`config.mk`:
```
export PLATFORM = sky130hd
export DESIGN_NAME = gor_in_debounce
export DESIGN_NICKNAME = d
export VERILOG_FILES = /design/src/rtl/gor_pkg.sv /design/src/rtl/gor_debounce_ch.sv /design/src/rtl/gor_in_debounce.sv
export SDC_FILE = /design/constraint.sdc
export NUM_CORES = 1
export LEC_CHECK = 0
export ABC_CLOCK_PERIOD_IN_PS = 2300
export BUFFER_PORTS_ARGS = -buffer_cell sky130_fd_sc_hd__clkbuf_2
export CAP_MARGIN = 5
export CORE_ASPECT_RATIO = 0.7
export CORE_MARGIN = 4
export CORE_UTILIZATION = 50
export CTS_BUF_LIST = sky130_fd_sc_hd__clkbuf_8
export CTS_CLUSTER_SIZE = 30
export DETAILED_ROUTE_END_ITERATION = 10
export PLACE_DENSITY_LB_ADDON = 0.08
export SYNTH_ARGS = -nofsm -noshare
export SYNTH_HDL_FRONTEND = slang
export SYNTH_HIERARCHICAL = 1
export SYNTH_SLANG_ARGS = --single-unit
```
`constraint.sdc`:
```
create_clock -name clk -period 2.3 [get_ports clk]
set_input_delay 0.46 -clock clk [delete_from_list [all_inputs] [get_ports clk]]
set_output_delay 0.46 -clock clk [all_outputs]
set_load 0.1 [all_outputs]
```
`src/rtl/gor_pkg.sv`:
```
// gor_pkg: shared types and defaults for the OR-gate input debouncer.
//   deb_state_t    : per-channel debounce FSM encoding (2 bits)
//   GOR_STABLE_CNT : default number of differing samples before the output flips
//   GOR_CNT_W      : default debounce counter width
package gor_pkg;

  localparam int unsigned GOR_STABLE_CNT = 50000;
  localparam int unsigned GOR_CNT_W      = 16;

  typedef enum logic [1:0] {
    ST_LOW   = 2'd0,
    CHK_HIGH = 2'd1,
    ST_HIGH  = 2'd2,
    CHK_LOW  = 2'd3
  } deb_state_t;

endpackage : gor_pkg

```
`src/rtl/gor_debounce_ch.sv`:
```
// gor_debounce_ch: one input channel -- 2-flop synchroniser, debounce counter
// and FSM, plus an optional registered rising-edge pulse.
// Optional feature macro: GOR_EDGE_DETECT_EN (adds the rise port).
// Ports:
//   clk  : system clock, rising edge
//   rst  : synchronous active-high reset
//   raw  : raw asynchronous level
//   dout : debounced, registered level
//   rise : one-cycle pulse in the first cycle dout reads 1 (macro builds only)
module gor_debounce_ch
  import gor_pkg::*;
#(
  parameter int unsigned STABLE_CNT = GOR_STABLE_CNT,
  parameter int unsigned CNT_W      = GOR_CNT_W
) (
  input  logic clk,
  input  logic rst,
  input  logic raw,
  output logic dout
`ifdef GOR_EDGE_DETECT_EN
  ,
  output logic rise
`endif
);

  localparam logic [CNT_W-1:0] CNT_LAST = CNT_W'(STABLE_CNT - 1);
  localparam logic [CNT_W-1:0] CNT_ONE  = CNT_W'(1);
  // With a single required sample the output flips straight from the stable state.
  localparam bit SINGLE = (STABLE_CNT == 1);

  logic             s1_q;
  logic             s2_q;
  deb_state_t       state_q;
  deb_state_t       state_d;
  logic [CNT_W-1:0] cnt_q;
  logic [CNT_W-1:0] cnt_d;
  logic             dout_d;

  // Two-flop synchroniser; only s2_q is used downstream.
  always_ff @(posedge clk) begin
    if (rst) begin
      s1_q <= 1'b0;
      s2_q <= 1'b0;
    end else begin
      s1_q <= raw;
      s2_q <= s1_q;
    end
  end

  // FSM state, counter and output registers.
  always_ff @(posedge clk) begin
    if (rst) begin
      state_q <= ST_LOW;
      cnt_q   <= '0;
      dout    <= 1'b0;
    end else begin
      state_q <= state_d;
      cnt_q   <= cnt_d;
      dout    <= dout_d;
    end
  end

  // Next-state logic; any return of s2 to the output value clears the count.
  always_comb begin
    state_d = state_q;
    cnt_d   = cnt_q;
    dout_d  = dout;
    case (state_q)
      ST_LOW: begin
        if (s2_q) begin
          if (SINGLE) begin
            state_d = ST_HIGH;
            dout_d  = 1'b1;
            cnt_d   = '0;
          end else begin
            state_d = CHK_HIGH;
            cnt_d   = CNT_ONE;
          end
        end
      end
      CHK_HIGH: begin
        if (!s2_q) begin
          state_d = ST_LOW;
          cnt_d   = '0;
        end else if (cnt_q == CNT_LAST) begin
          state_d = ST_HIGH;
          dout_d  = 1'b1;
          cnt_d   = '0;
        end else begin
          cnt_d = cnt_q + CNT_ONE;
        end
      end
      ST_HIGH: begin
        if (!s2_q) begin
          if (SINGLE) begin
            state_d = ST_LOW;
            dout_d  = 1'b0;
            cnt_d   = '0;
          end else begin
            state_d = CHK_LOW;
            cnt_d   = CNT_ONE;
          end
        end
      end
      CHK_LOW: begin
        if (s2_q) begin
          state_d = ST_HIGH;
          cnt_d   = '0;
        end else if (cnt_q == CNT_LAST) begin
          state_d = ST_LOW;
          dout_d  = 1'b0;
          cnt_d   = '0;
        end else begin
          cnt_d = cnt_q + CNT_ONE;
        end
      end
      default: begin
        state_d = ST_LOW;
        cnt_d   = '0;
        dout_d  = 1'b0;
      end
    endcase
  end

`ifdef GOR_EDGE_DETECT_EN
  // Rise pulse is registered alongside dout, so it is high exactly when dout first reads 1.
  always_ff @(posedge clk) begin
    if (rst) begin
      rise <= 1'b0;
    end else begin
      rise <= dout_d & ~dout;
    end
  end
`endif

endmodule : gor_debounce_ch

```
`src/rtl/gor_in_debounce.sv`:
```
// gor_in_debounce: conditions the two raw inputs of the OR gate into clean,
// registered levels a and b. Channels are fully independent.
// Optional feature macro: GOR_EDGE_DETECT_EN (adds a_rise / b_rise).
// Ports:
//   clk, rst       : clock and synchronous active-high reset
//   a_raw, b_raw   : raw asynchronous levels
//   a, b           : debounced levels feeding the gate
//   a_rise, b_rise : one-cycle rising-edge pulses (macro builds only)
module gor_in_debounce
  import gor_pkg::*;
#(
  parameter int unsigned STABLE_CNT = GOR_STABLE_CNT,
  parameter int unsigned CNT_W      = GOR_CNT_W
) (
  input  logic clk,
  input  logic rst,
  input  logic a_raw,
  input  logic b_raw,
  output logic a,
  output logic b
`ifdef GOR_EDGE_DETECT_EN
  ,
  output logic a_rise,
  output logic b_rise
`endif
);

  gor_debounce_ch #(
    .STABLE_CNT (STABLE_CNT),
    .CNT_W      (CNT_W)
  ) u_ch_a (
    .clk  (clk),
    .rst  (rst),
    .raw  (a_raw),
    .dout (a)
`ifdef GOR_EDGE_DETECT_EN
    ,
    .rise (a_rise)
`endif
  );

  gor_debounce_ch #(
    .STABLE_CNT (STABLE_CNT),
    .CNT_W      (CNT_W)
  ) u_ch_b (
    .clk  (clk),
    .rst  (rst),
    .raw  (b_raw),
    .dout (b)
`ifdef GOR_EDGE_DETECT_EN
    ,
    .rise (b_rise)
`endif
  );

endmodule : gor_in_debounce

```
==> results.md, run 1 <==
* Number of synthesized flops with an enable pin at 0
* Die Area at 5410 um2
* Count leader, synth: dfxtp_1
* Die X-Extent at about 86 um
* Dpl ws at about 0.39 ns
* Count of boundary I/O pins at 6
* Initial antenna violation count at 0
* Post-synth cell types at 52
* Slew headroom at 0.358
* NumNets Final at 258
* Post-Syn Nets at 253
* Mapped Cells at 247
* Largest cells by area after synthesis: dfxtp_1, nand3_1, a31oi_1, o21ai_0, nand2_1
* Sequential cell area fraction in the yosys report at 0.393
* CTS Buf Count at 5
* FFs w/ async S/R, synth at 0
* Syn Std Cell Area at 2140 um2
* Worst Tran Pin Value at 0.955 ns
* Layout Cells excl Fill at 305
* HP Class: input port to flop
* RSZ-0062 raised after global routing: no
* Largest stage delay, worst path at around 0.35 ns
* Outcome: complete, no violations
* Root buffer cell: clkbuf_8
* Worst path bufs/invs at 0
* Pwr Total at 1.29 mW
* CTS tree: built
* GR Layer Usage met2 at 0.206
* Setup bufs post-CTS at 0
* Worst-Skew Late Latency at 0.29 ns
* Pwr/cell area at 560 nW/um2
* Port Buf Inserts at 5
* Row count at 19
* Starting Density at 0.533
* Largest net degree at the start of global routing at 19
* Post-route cell area at 2300 um2
* Max Slew Vio Count at 0
* Max Root-Sink Buffers at 2
* Fin util at 0.572
* CP Cell Sequence: ha_1 > and3_1 > and4_1 > or2_1 > or3_1 > mux2i_1
* DRC at 0
* Overflow after GRT at 0
* Max cap viols at 0
* Number of synthesis warnings at 6
* Commonest cells in the netlist: dfxtp_1, nand2_1, nand3_1
* Share of the synthesized area in the top cell type at 0.393
* Main synth FF type: dfxtp_1
* DIE HEIGHT at 62.7 um
* Vias/cell at around 6.1
* Placed cells at 297
* Worst-path clk slew at 0.08 ns
* GP Congestion at 0.821
* Crit-path slowest cell: or3_1
* Met1 Use GR at 0.320
* Max frequency at 514 MHz
* Final period utilization at 0.845
* Tmin final at around 2 ns
* Antenna diode count at 0
* CP Data Arrival Time at about 2.2 ns
* Crit Path Class: flop to flop
* Peak supply drop at approximately 0.00031 V
* WL/cell at ~15 um
* 1st-iter DRT viols at 175
* Final hold vios at 0
* Startpoint type of the worst setup path: flop
* WHS at around 0.37 ns
* GRT Total Usage at 0.183
* Core area at 4020 um2
* Overall via count from detail_route at 1,849
* First-pass GRT wire length at ~8000 um
* Most Crowded Layer GR: met1
* Vias in the first global route at 1,571
* #FFs+latches synth at between 40 and 50
* CP delay by family, top: simple AND/OR/NAND/NOR gates
* Post-Syn Area per Cell at 8.66 um2
* Yosys top cell by area: dfxtp_1
* First-pass DRT Iterations at 4
* Placed Instance Area at 2210 um2
* Ratio of cells with drive above 1 in the final layout at 0.107
* Hold-fix buffers, CTS at 0
* Worst Path Max Fanout at 11
* Final setup viols at 0
* Number of instances resized during post-cts repair at 0
* TritonCTS Sinks at 42
* Clk_skew at around 0.006 ns
* Final WS setup at 0.356 ns
* Final setup TNS at 0 ns
* H-tree Lvls at 2
* Area Overhead vs Synth at 7.49%
* CP required at 2.53 ns
* Crit. End Element: flop
* Met3 Track Usage GR at 0.0448
* Final Routed Wirelength at 4630 um
* P_leak at 0.777 nW
* Post-route antenna net violation count at 0
* HPWL after DPL at 3240 um
-- power by group --
part	leakage, nW	total [mW]	internal [mW]	switching (mW)
sequential	0.340	0.743	0.735	0.00850
clock	0.0524	0.489	0.238	0.251
combinational	0.385	0.0563	0.0190	0.0372
total	0.777	1.29	0.992	0.297
-- area by class of cell --
type / count / area (um2)
Multi-Input combinational cell: 187 / 1220
Fill cell: 357 / 1720
Inverter: 7 / 26.3
Timing Repair Buffer: 9 / 55.1
Tap cell: 52 / 65.1
Clock inverter: 2 / 8.76
Clock buffer: 6 / 82.6
Sequential cell: 42 / 841
-- cell families (layout without fill, tap and decap cells) --
| group | after synthesis | count (layout) | share of synthesized area |
|---|---|---|---|
| muxes | 3 | 3 | 0.0140 |
| DFF | 42 | 42 | 0.393 |
| AOI/OAI and AO/OA | 56 | 56 | 0.163 |
| and+or+nand+nor | 114 | 114 | 0.326 |
| xor gates and xnor gates | 12 | 12 | 0.0561 |
| buffers and inverters | 18 | 24 | 0.0363 |
| adders and majority gates | 2 | 2 | 0.0117 |
-- path summary, 6_finish.rpt --
path	from	endpoint	slack (ns)	depth (start not counted)
max	u_ch_a/cnt_q[0]	u_ch_a/cnt_q[3]	0.36	6
min	b_raw	u_ch_b/s1_q	0.37	2
max reg2reg	u_ch_a/cnt_q[0]	u_ch_a/cnt_q[3]	0.36	6
min reg2reg	u_ch_a/s1_q	u_ch_a/s2_q	0.45	1
-- cells in the final DEF, fill, tap and decap left out, types with 3 or more instances in the layout --
cell / netlist / routed
buf_4: 1 / 4
nand3_1: 18 / 18
o22ai_1: 3 / 3
a22o_1: 4 / 4
a31oi_1: 14 / 14
inv_1: 7 / 8
and3_1: 4 / 4
nor4_1: 9 / 9
nor2_1: 12 / 12
clkbuf_2: 1 / 5
xor2_1: 8 / 8
or4_1: 4 / 4
o21ai_0: 17 / 17
nor2b_1: 4 / 4
nor3_1: 8 / 8
or3_1: 4 / 4
nand2b_1: 3 / 3
mux2i_1: 3 / 3
dfxtp_1: 42 / 42
nand2_1: 19 / 19
clkbuf_8: 0 / 6
nand4_1: 6 / 6
and2_1: 3 / 3
a21oi_1: 8 / 8
-- state kept, by name, summed over array words and instances, names as in the netlist, named ones only --
| register | cells |
|---|---|
| u_ch_b/s2_q | 1 |
| u_ch_b/dout | 1 |
| u_ch_a/cnt_q | 16 |
| u_ch_a/s1_q | 1 |
| u_ch_b/cnt_q | 16 |
| u_ch_a/s2_q | 1 |
| u_ch_b/s1_q | 1 |
| u_ch_a/dout | 1 |
| u_ch_b/state_q | 1 |
| u_ch_a/state_q | 1 |
-- metal layers --
| metal | share of wire | routed length (um) | vias to the layer above |
|---|---|---|---|
| li1 | - | - | 946 |
| met1 | 0.57 | 2620 | 849 |
| met2 | 0.35 | 1640 | 50 |
| met3 | 0.071 | 327 | 4 |
| met4 | 0.0086 | 40 | 0 |
| met5 | 0 | 0 | - |
Note: power is estimated with default switching activity, not from simulation.
==> run 2: changes to the inputs <==
ABC_CLOCK_PERIOD_IN_PS = 2000   (was 2300)
clock period = 2 ns   (was 2.3 ns; I/O delays follow)
==> results.md, run 2 (synthesized netlist as in run 1, its figures left out) <==
* Final hold vios at 0
* Peak supply drop at 0.000419 V
* Overall via count from detail_route at 1,886
* RSZ-0062 raised after global routing: no
* Outcome: complete, no violations
* Core area at 4020 um2
* Initial antenna violation count at 0
* CTS Buf Count at 5
* Fin util at 0.601
* Largest stage delay, worst path at between 0.4 and 0.5 ns
* Worst Tran Pin Value at about 0.55 ns
* Worst-Skew Late Latency at approximately 0.29 ns
* Root buffer cell: clkbuf_8
* Tmin final at 1.85 ns
* Post-route antenna net violation count at 0
* Crit. End Element: flop
* Ratio of cells with drive above 1 in the final layout at 0.158
* CP Cell Sequence: ha_1 > and3_1 > nand4_1 > buf_4 > o21ai_0 > a21oi_1
* HP Start: b_raw
* First-pass DRT Iterations at 4
* Startpoint type of the worst setup path: flop
* Antenna diode count at 0
* Die Area at 5410 um2
* Final Routed Wirelength at 4680 um
* Vias/cell at 5.93
* GP Congestion at 0.784
* DIE HEIGHT at 62.7 um
* CP required at 2.17 ns
* 1st-iter DRT viols at 160
* Row count at 19
* Slew headroom at 0.638
* Final period utilization at 0.926
* Max cap viols at 0
* CP Data Arrival Time at ~2.0 ns
* Count of boundary I/O pins at 6
* Largest net degree at the start of global routing at 18
* P_leak at 0.851 nW
* Max Slew Vio Count at 0
* Most common cell after layout, fill and taps aside: dfxtp_1
* CTS tree: built
* Top Registers: u_ch_a/cnt_q x16, u_ch_b/cnt_q x16
* Most frequent cells in the layout: dfxtp_1, nand2_1, nand3_1
* Final setup viols at 0
* Clk_skew at 0.00479 ns
* WL/cell at 14.7 um
* Reg2reg path depth at 6
* HPWL after DPL at 3370 um
* Crit-path slowest cell: dfxtp_1
* Max frequency at approximately 540 MHz
* Worst-path clk slew at 0.08 ns
* Overflow after GRT at 0
* NumNets Final at 271
* HP Class: input port to flop
* Port Buf Inserts at 5
* GRT Total Usage at 0.187
* First-pass GRT wire length at 8210 um
* Vias in the first global route at 1,716
* Final setup TNS at 0 ns
* Die X-Extent at around 86 um
* Crit Path Class: flop to flop
* Crit. Startpoint: u_ch_b/cnt_q[0]
* DRC at 0
* Worst Path Max Fanout at 7
* Pwr/cell area at 656 nW/um2
* Max Root-Sink Buffers at 2
* Hold path depth at 2
* Number of instances resized during post-cts repair at 0
* H-tree Lvls at 2
* Hold-fix buffers, CTS at 0
* Setup bufs post-CTS at 0
* TritonCTS Sinks at 42
* Area Overhead vs Synth at 12.9%
* Starting Density at 0.533
* Worst r2r src: u_ch_b/cnt_q[0]
[run 2: power breakdown]
group          internal [mW]  leakage (nW)  total, mW  switching, mW
Combinational         0.0254         0.454     0.0690         0.0435
Sequential             0.845         0.340      0.855        0.00979
Clock                  0.368        0.0579      0.662          0.294
Total                   1.24         0.851       1.59          0.348
[run 2: worst paths after layout]
kind / to / slack, ns
max: flop / 0.15
min reg2reg: u_ch_b/s2_q / 0.46
min: u_ch_b/s1_q / 0.32
max reg2reg: flop / 0.15
[run 2: per-layer routing]
| layer | routed length, um | global-route usage |
|---|---|---|
| met5 | 0 | 0 |
| met1 | 2680 | 0.299 |
| met3 | 246 | 0.0435 |
| met2 | 1720 | 0.246 |
| met4 | 38 | 0.0467 |
[run 2: critical path, delay by kind of cell (launching register included)]
kind                     cells  cell delay (ns)
AND/OR/NAND/NOR              2             0.53
flip-flops                   1             0.42
buffers and inverters        1             0.29
adder cells (fa/ha/maj)      1             0.25
AO/OA/AOI/OAI                2             0.24
[run 2: area by class of cell]
type	instances	area (um2)
Clock inverter	3	40.0
Clock buffer	5	68.8
Inverter	7	26.3
Sequential cell	42	841
Multi-Input combinational cell	187	1220
Fill cell	377	1600
Timing Repair Buffer	22	153
Tap cell	52	65.1
[run 2: metrics by stage]
stage	setup slack (ns)	power (mW)	hold WS, ns	std cells	instance area (um2)
2_1_floorplan	0.291	0.919	0.414	247	2140
3_3_place_gp	0.192	0.943	0.438	310	2310
3_5_place_dp	0.167	0.944	0.431	310	2310
4_1_cts	0.154	1.61	0.312	318	2410
5_1_grt	0.00654	1.66	0.330	318	2420
6_report	0.148	1.59	0.321	318	2420
